===== src/rtl/uart_pkg.sv =====
// Shared encodings for the UART transmit path: parity modes and transmitter FSM states.
package uart_pkg;

  localparam int unsigned PAR_NONE = 0;
  localparam int unsigned PAR_EVEN = 1;
  localparam int unsigned PAR_ODD  = 2;

  typedef enum logic [2:0] {
    StIdle,
    StStart,
    StData,
    StParity,
    StStop
  } tx_state_e;

endpackage


===== src/rtl/uart_tx_fifo_sync_fifo.sv =====
// Synchronous FIFO with a combinational head read and registered occupancy count.
module sync_fifo #(
  parameter int unsigned WIDTH = 8,
  parameter int unsigned DEPTH = 16
) (
  input  logic                     clk,
  input  logic                     rst,
  input  logic                     push,
  input  logic                     pop,
  input  logic [WIDTH-1:0]         wdata,
  output logic [WIDTH-1:0]         rdata,
  output logic [$clog2(DEPTH):0]   count,
  output logic                     full,
  output logic                     empty
);

  localparam int unsigned PtrW = $clog2(DEPTH);

  logic [WIDTH-1:0] mem_q [DEPTH];
  logic [PtrW-1:0]  wptr_q, rptr_q;
  logic [PtrW:0]    count_q;
  logic             do_push, do_pop;

  // A push while full is dropped even if a pop frees a slot on the same edge.
  assign do_push = push & ~full;
  assign do_pop  = pop & ~empty;

  always_ff @(posedge clk) begin
    if (rst) begin
      wptr_q  <= '0;
      rptr_q  <= '0;
      count_q <= '0;
    end else begin
      if (do_push) wptr_q <= wptr_q + 1'b1;
      if (do_pop)  rptr_q <= rptr_q + 1'b1;
      unique case ({do_push, do_pop})
        2'b10:   count_q <= count_q + 1'b1;
        2'b01:   count_q <= count_q - 1'b1;
        default: count_q <= count_q;
      endcase
    end
  end

  always_ff @(posedge clk) begin
    if (!rst && do_push) mem_q[wptr_q] <= wdata;
  end

  assign rdata = mem_q[rptr_q];
  assign count = count_q;
  assign full  = (count_q == (PtrW + 1)'(DEPTH));
  assign empty = (count_q == '0);

endmodule


===== src/rtl/uart_tx_fifo.sv =====
// UART transmitter fed by a character FIFO; frames are sent back-to-back while data is queued.
module uart_tx_fifo
  import uart_pkg::*;
#(
  parameter int unsigned CLK_FREQ   = 25_000_000,
  parameter int unsigned BAUD       = 9600,
  parameter int unsigned DATA_BITS  = 8,
  parameter int unsigned PARITY     = 0,
  parameter int unsigned STOP_BITS  = 1,
  parameter int unsigned FIFO_DEPTH = 16
) (
  input  logic                          clk,
  input  logic                          rst,
  input  logic                          write_en,
  input  logic [DATA_BITS-1:0]          data,
  output logic                          tx,
  output logic                          uart_busy,
  output logic                          fifo_full,
  output logic                          fifo_empty,
  output logic [$clog2(FIFO_DEPTH):0]   fifo_count,
  output logic                          overflow
);

  localparam int unsigned BitPeriod = CLK_FREQ / BAUD;
  localparam int unsigned CntW      = $clog2(BitPeriod + 1);

  tx_state_e             state_q, state_d;
  logic [CntW-1:0]       cnt_q, cnt_d;
  logic [2:0]            bit_q, bit_d;
  logic [DATA_BITS-1:0]  shreg_q, shreg_d;
  logic                  par_q, par_d;
  logic                  tx_q, tx_d;
  logic                  overflow_q;
  logic                  pop, bit_done, start_frame;
  logic [DATA_BITS-1:0]  head;

  sync_fifo #(
    .WIDTH (DATA_BITS),
    .DEPTH (FIFO_DEPTH)
  ) u_fifo (
    .clk   (clk),
    .rst   (rst),
    .push  (write_en),
    .pop   (pop),
    .wdata (data),
    .rdata (head),
    .count (fifo_count),
    .full  (fifo_full),
    .empty (fifo_empty)
  );

  assign bit_done = (cnt_q == CntW'(BitPeriod - 1));

  always_comb begin
    state_d     = state_q;
    cnt_d       = bit_done ? '0 : cnt_q + 1'b1;
    bit_d       = bit_q;
    shreg_d     = shreg_q;
    par_d       = par_q;
    tx_d        = tx_q;
    start_frame = 1'b0;

    unique case (state_q)
      StIdle: begin
        cnt_d       = '0;
        start_frame = ~fifo_empty;
      end
      StStart: begin
        if (bit_done) begin
          state_d = StData;
          bit_d   = '0;
          tx_d    = shreg_q[0];
        end
      end
      StData: begin
        if (bit_done) begin
          if (bit_q == 3'(DATA_BITS - 1)) begin
            bit_d = '0;
            if (PARITY != PAR_NONE) begin
              state_d = StParity;
              tx_d    = par_q;
            end else begin
              state_d = StStop;
              tx_d    = 1'b1;
            end
          end else begin
            bit_d   = bit_q + 3'd1;
            shreg_d = shreg_q >> 1;
            tx_d    = shreg_d[0];
          end
        end
      end
      StParity: begin
        if (bit_done) begin
          state_d = StStop;
          bit_d   = '0;
          tx_d    = 1'b1;
        end
      end
      StStop: begin
        if (bit_done) begin
          if (bit_q == 3'(STOP_BITS - 1)) begin
            start_frame = ~fifo_empty;
            state_d     = StIdle;
            tx_d        = 1'b1;
          end else begin
            bit_d = bit_q + 3'd1;
          end
        end
      end
      default: begin
        state_d = StIdle;
        tx_d    = 1'b1;
      end
    endcase

    // Loading the next character overrides the idle transition, so frames abut.
    if (start_frame) begin
      state_d = StStart;
      cnt_d   = '0;
      bit_d   = '0;
      shreg_d = head;
      par_d   = (^head) ^ (PARITY == PAR_ODD);
      tx_d    = 1'b0;
    end
  end

  assign pop = start_frame;

  always_ff @(posedge clk) begin
    if (rst) begin
      state_q    <= StIdle;
      cnt_q      <= '0;
      bit_q      <= '0;
      shreg_q    <= '0;
      par_q      <= 1'b0;
      tx_q       <= 1'b1;
      overflow_q <= 1'b0;
    end else begin
      state_q    <= state_d;
      cnt_q      <= cnt_d;
      bit_q      <= bit_d;
      shreg_q    <= shreg_d;
      par_q      <= par_d;
      tx_q       <= tx_d;
      overflow_q <= write_en & fifo_full;
    end
  end

  assign tx        = tx_q;
  assign overflow  = overflow_q;
  assign uart_busy = (state_q != StIdle) | ~fifo_empty;

endmodule

===== config.mk =====
export PLATFORM = sky130hd
export DESIGN_NAME = uart_tx_fifo
export DESIGN_NICKNAME = d
export VERILOG_FILES = /design/src/rtl/uart_pkg.sv /design/src/rtl/uart_tx_fifo_sync_fifo.sv /design/src/rtl/uart_tx_fifo.sv
export SDC_FILE = /design/constraint.sdc
export NUM_CORES = 1
export LEC_CHECK = 0
export CORE_ASPECT_RATIO = 0.5
export CORE_UTILIZATION = 53
export DETAILED_ROUTE_END_ITERATION = 7
export GPL_TIMING_DRIVEN = 0
export PLACE_DENSITY = 0.73
export SLEW_MARGIN = 25
export SYNTH_ARGS = -nofsm -noshare
export SYNTH_HDL_FRONTEND = slang
export SYNTH_SLANG_ARGS = --single-unit

===== constraint.sdc =====
create_clock -name clk -period 3.4 [get_ports clk]
set_clock_uncertainty 0.05 [all_clocks]
set_input_delay 0.68 -clock clk [delete_from_list [all_inputs] [get_ports clk]]
set_output_delay 0.68 -clock clk [all_outputs]
set_load 0.005 [all_outputs]

==> flow_summary.toml, run 1 <==
[timing]
rsz0062_at_grt = "no"
setup_ws_ns = 0.215
maxSlewHeadroom_pct = 38.8
worst_slew_pin_slew_ns = 0.914
finalMaxSlewViolations = 0
period_share_pct = 93.7
fin_crit_ns = 3.18
final.setup.tns_ns = 0
fmax_ghz = 0.314
whs_ns = 0.424
hold_viol = 0
final-setup-viol-count = 0

[grt]
grtUsageTotal_pct = 21.0
first_global_vias = 3866
antenna_found_initial = 0
grt_pass1_wl_mm = 21.4
gr-total-overflow = 0
grt_max_degree = 19

[power]
p_per_area_nw_per_um2 = 725
leakagePower_nw = 2.75
vdd_drop_max_mv = 0.487

[synthesis]
synth_warnings = 0
netlist_top_cells_count = "edfxtp_1, nor2_1, dfxtp_1"
async_flop_share_pct = 0
synthTopCellsByArea = "edfxtp_1, dfxtp_1, mux4_2"
synth_cells = 471
syn_avg_cell_area_sq_um = 15.1
synth.ff_latch_count = 173
yosysMostFrequentCell = "edfxtp_1"
yosysTopAreaCell = "edfxtp_1"
synth_cell_types = 56
synth_edf_count = 128
netlist_area_sq_um = 7130
yosysSeqAreaShare_pct = 66.6
syn-num-nets = 495
synth_top_area_share_pct = 53.9
ys.flop_type = "edfxtp_1"

[critical_path]
arrival_ns = 3.44
cp-end-kind = "register"
crit_start = "u_fifo.count[1]"
cp-start-kind = "register"
cp_max_fo = 8
required_ns = 3.66
worstReg2RegStart = "u_fifo.count[1]"
crit_type = "reg -> reg"

[floorplan]
design.core.area_sq_um = 12900
placementRows = 29
io_pins = 21
floorplan.initialDensity_pct = 55.3
die-area_sq_um = 13900
die_h_um = 84.0
die_x_um = 166

[clock_tree]
clockBufferDepth = 2
clk_latency_ns = 0.43
root_buffer = "clkbuf_16"
htree_levels = 4
cts_made_buffers = 17
clkSinkCount = 173
clkTransAtPathRegs_ns = 0.07
cts_tree = "built"

[cells_and_area]
fin_nets = 535
diodes = 0
drive_gt1_share_pct = 18.9
fin_area_sq_um = 8170
fill_cells = 895
syn_to_final_growth_pct = 14.6

[routing]
detail-route-antenna-nets = 0
wl_per_cell_um = 19.9
first_pass_iters = 7
drt_iter0_drc = 408
vias = 4048
wirelength_mm = 13.8
drc = 1
viasPerCell = 5.83

[place]
io_buffers = 20
dp_hpwl_mm = 8.90
place_congestion = 0.775
placed_area_sq_um = 7560
detailedPlace.worstSlack_ns = -0.414

[run_status]
violations = "DRC"
status = "finished, violations left"

[flow_run]
maxCapViolations = 0

[min_path]
min-delay-start = "cnt_q[0]"
min_path_type = "reg -> reg"
cell type report:
cell class / instances / area [sq um] / area share, %
Sequential cell: 173 / 4740 / 58.1
Multi-Input combinational cell: 261 / 2260 / 27.7
Clock buffer: 17 / 425 / 5.21
Timing Repair Buffer: 22 / 215 / 2.64
Tap cell: 170 / 213 / 2.60
Clock inverter: 15 / 146 / 1.79
Buffer: 26 / 126 / 1.55
Inverter: 10 / 37.5 / 0.460
path summary, 6_finish.rpt:
check,endpoint,slack [ns],depth (start not counted)
max,u_fifo.count[4],0.22,13
max reg2reg,u_fifo.count[4],0.22,13
min,cnt_q[0],0.42,1
min reg2reg,cnt_q[0],0.42,1
metal layers:
layer	part of all wire [%]	wire (um)	GRT usage, %	vias to the layer above
met2	44	6080	30.5	160
met1	47	6460	30.2	1982
li1	-	-	-	1883
met4	1.5	207	9.01	0
met3	7.6	1050	5.45	23
met5	0	0	0	-
where the power goes:
part | switching [mW] | leakage, nW | internal, mW
clock network | 0.900 | 0.280 | 0.978
logic | 0.794 | 0.954 | 0.762
registers | 0.0932 | 1.52 | 2.40
total | 1.79 | 2.75 | 4.14
what timing repair did:
action | in CTS | in global routing
pin swaps | 1 | 1
hold buffers | 0 | 0
setup buffers | 2 | 0
gates resized for setup | 4 | 3
setup endpoints to repair | 2 | 1
per-stage QoR:
| stage | utilization (%) | total power, mW | instances |
|---|---|---|---|
| 5_1_grt | 63.4 | 6.19 | 694 |
| 6_report | 63.4 | 5.92 | 694 |
| 3_3_place_gp | 58.5 | 3.99 | 661 |
| 2_1_floorplan | - | 3.61 | 471 |
| 4_1_cts | 63.4 | 5.94 | 695 |
| 3_5_place_dp | 58.7 | 4.02 | 661 |
cells by family after synthesis:
kind of cell / synth area share, %
DFF: 66.6
and+or+nand+nor: 9.04
AOI/OAI and AO/OA: 6.02
muxes: 11.6
buffers and inverters: 2.26
xor gates and xnor gates: 2.21
adders and majority gates: 2.28
registers in the layout (all words and copies together), names as in the netlist, named ones only:
name	count
bit_q	3
cnt_q	12
overflow	1
shreg_q	8
state_q	3
tx	1
u_fifo.count	5
u_fifo.mem_q	128
u_fifo.rptr_q	4
u_fifo.wptr_q	4
cells in the final DEF (no fill, tap or decap), types with 11 or more instances in the layout:
cell / n
mux4_2: 32
and3_1: 11
xor2_1: 13
a21oi_1: 11
a22oi_1: 15
ha_1: 11
clkbuf_16: 17
edfxtp_1: 128
nor2_1: 48
dfxtp_1: 45
clkdlybuf4s50_1: 20
nand2_1: 24
clkbuf_1: 14
worst max-delay path, stage by stage, from the launching register on:
cell,delay [ns]
dfxtp_1,0.31
buf_2,0.16
or4_4,0.58
o21ai_4,0.19
o41ai_4,0.12
buf_6,0.14
ha_2,0.23
xor2_1,0.16
ha_1,0.21
inv_1,0.06
o21ai_1,0.05
a21o_1,0.19
a221oi_2,0.28
mux2_1,0.34
Power figures use the tool's default switching activity.
==> run 2: changes to the inputs <==
Settings changed: SKIP_LAST_GASP from default to 1.
==> results of run 2 <==
No change in the layout: final DEF, timing and power equal those of run 1.
==> run 3: changes to the inputs <==
Settings changed: DONT_BUFFER_PORTS from default to 1, PLACE_DENSITY 0.73 to 0.71.
==> run 3 against run 2 <==
Net effect:
- the run still ends with DRC left
- fmax decreased by 1.9%
- worst setup slack got worse by 0.062 ns
- sequential cell count unchanged
- via count decreased by 1.9%
- utilization decreased by 1.2 points
==> flow_summary.toml, run 3 (synthesis results as in run 1) <==
[floorplan]
die-area_sq_um = 13900
die_h_um = 84.0
placementRows = 29
die_x_um = 166
design.core.area_sq_um = 12900
io_pins = 21
floorplan.initialDensity_pct = 55.3

[routing]
viasPerCell = 5.87
wirelength_mm = 14.0
wl_per_cell_um = 20.7
first_pass_iters = 7
vias = 3973
detail-route-antenna-nets = 0
drc = 3
drt_iter0_drc = 474

[clock_tree]
clkTransAtPathRegs_ns = 0.07
htree_levels = 4
cts_made_buffers = 17
root_buffer = "clkbuf_16"
clkSinkCount = 173
clk_latency_ns = 0.42
cts_tree = "built"
clockBufferDepth = 2

[critical_path]
critPathSlowestCell = "or4_4"
cp_max_fo = 9
crit_family = "compound AO/OA/AOI/OAI gates"
cp-end-kind = "register"
cp-start-kind = "register"
crit_type = "reg -> reg"
required_ns = 3.65
arrival_ns = 3.49
crit_path_cell_trace = "buf_4, or4_4, o21ai_4, o41ai_4, buf_4, ha_2, buf_6, xor2_1, ha_2, inv_1, o21ai_1, a21o_1, a221oi_2, mux2_1"
slowest_delay_ns = 0.57
cp_num_buf_inv = 4

[cells_and_area]
syn_to_final_growth_pct = 12.4
fin_area_sq_um = 8010
largest_reg_flops = 128
final_common_cell = "edfxtp_1"
diodes = 0
drive_gt1_share_pct = 19.9
regMostFlops = "u_fifo.mem_q"
final_cell_mix = "edfxtp_1, nor2_1, dfxtp_1, mux4_2, nand2_1"
reg.largest.list = "u_fifo.mem_q (128), cnt_q (12), shreg_q (8)"
fill_cells = 957
fin_nets = 519

[timing]
period_share_pct = 95.5
maxSlewHeadroom_pct = 39.0
fin_crit_ns = 3.25
finalMaxSlewViolations = 0
final-setup-viol-count = 0
worst_slew_pin_slew_ns = 0.911
hold_viol = 0
fmax_ghz = 0.308

[power]
vdd_drop_max_mv = 0.421
total_power_mw = 5.91
leakagePower_nw = 2.70
p_per_area_nw_per_um2 = 738

[grt]
grtUsageTotal_pct = 21.5
gr-total-overflow = 0
grt_max_degree = 17
first_global_vias = 3914
grt_pass1_wl_mm = 22.0
antenna_found_initial = 0

[run_status]
status = "finished, violations left"
violations = "DRC"

[place]
place_congestion = 0.812
dp_hpwl_mm = 8.76
io_buffers = 0
placed_area_sq_um = 7360

[min_path]
min_path_type = "in -> reg"

[flow_run]
maxCapViolations = 0
-- run 3: final cells by class --
| class | count | area [sq um] | area share [%] |
|---|---|---|---|
| buffer | 26 | 129 | 1.61 |
| clock buffer | 17 | 425 | 5.31 |
| clock inverter | 14 | 156 | 1.95 |
| inverter | 10 | 37.5 | 0.469 |
| multi-input combinational | 261 | 2260 | 28.2 |
| sequential | 173 | 4740 | 59.2 |
| tap | 170 | 213 | 2.66 |
| timing repair buffer | 6 | 45.0 | 0.562 |
-- run 3: per-stage QoR --
step	setup TNS, ns	worst slack (ns)	instances	utilization, %	hold WS (ns)
after floorplan	0	0.119	471	-	0.376
after global placement	-0.424	-0.371	641	57.0	0.395
after detailed placement	-0.549	-0.433	641	57.1	0.400
after CTS	0	0.0285	673	61.9	0.297
after global routing	-0.00178	-0.00178	677	62.2	0.286
final	0	0.153	677	62.2	0.304
-- run 3: path summary, 6_finish.rpt --
kind | depth (start not counted) | start | to | slack (ns)
setup / recovery | 14 | u_fifo.count[2] | u_fifo.count[4] | 0.15
hold / removal | 0 | data[6] | u_fifo.mem_q[14][6] | 0.30
setup reg to reg | 14 | u_fifo.count[2] | u_fifo.count[4] | 0.15
hold reg to reg | 1 | cnt_q[0] | cnt_q[0] | 0.42
-- run 3: layer usage --
layer  part of all wire, %  up-vias  GRT usage, %
met5                     0        -             0
met1                    46     1990          30.3
li1                      -     1841             -
met2                    46      132          32.9
met3                   7.7       10          6.45
met4                  0.78        0          5.52
-- run 3: timing repair --
action / 4_1_cts / 5_1_grt
setup buffers: 1 / 5
gates resized for setup: 6 / 8
pin swaps: 1 / 4
setup endpoints to repair: 2 / 1
hold buffers: 0 / 0
-- run 3: report_power, final --
part	switching, mW	internal (mW)
Clock	0.834	1.10
Combinational	0.765	0.714
Sequential	0.103	2.40
Total	1.70	4.21
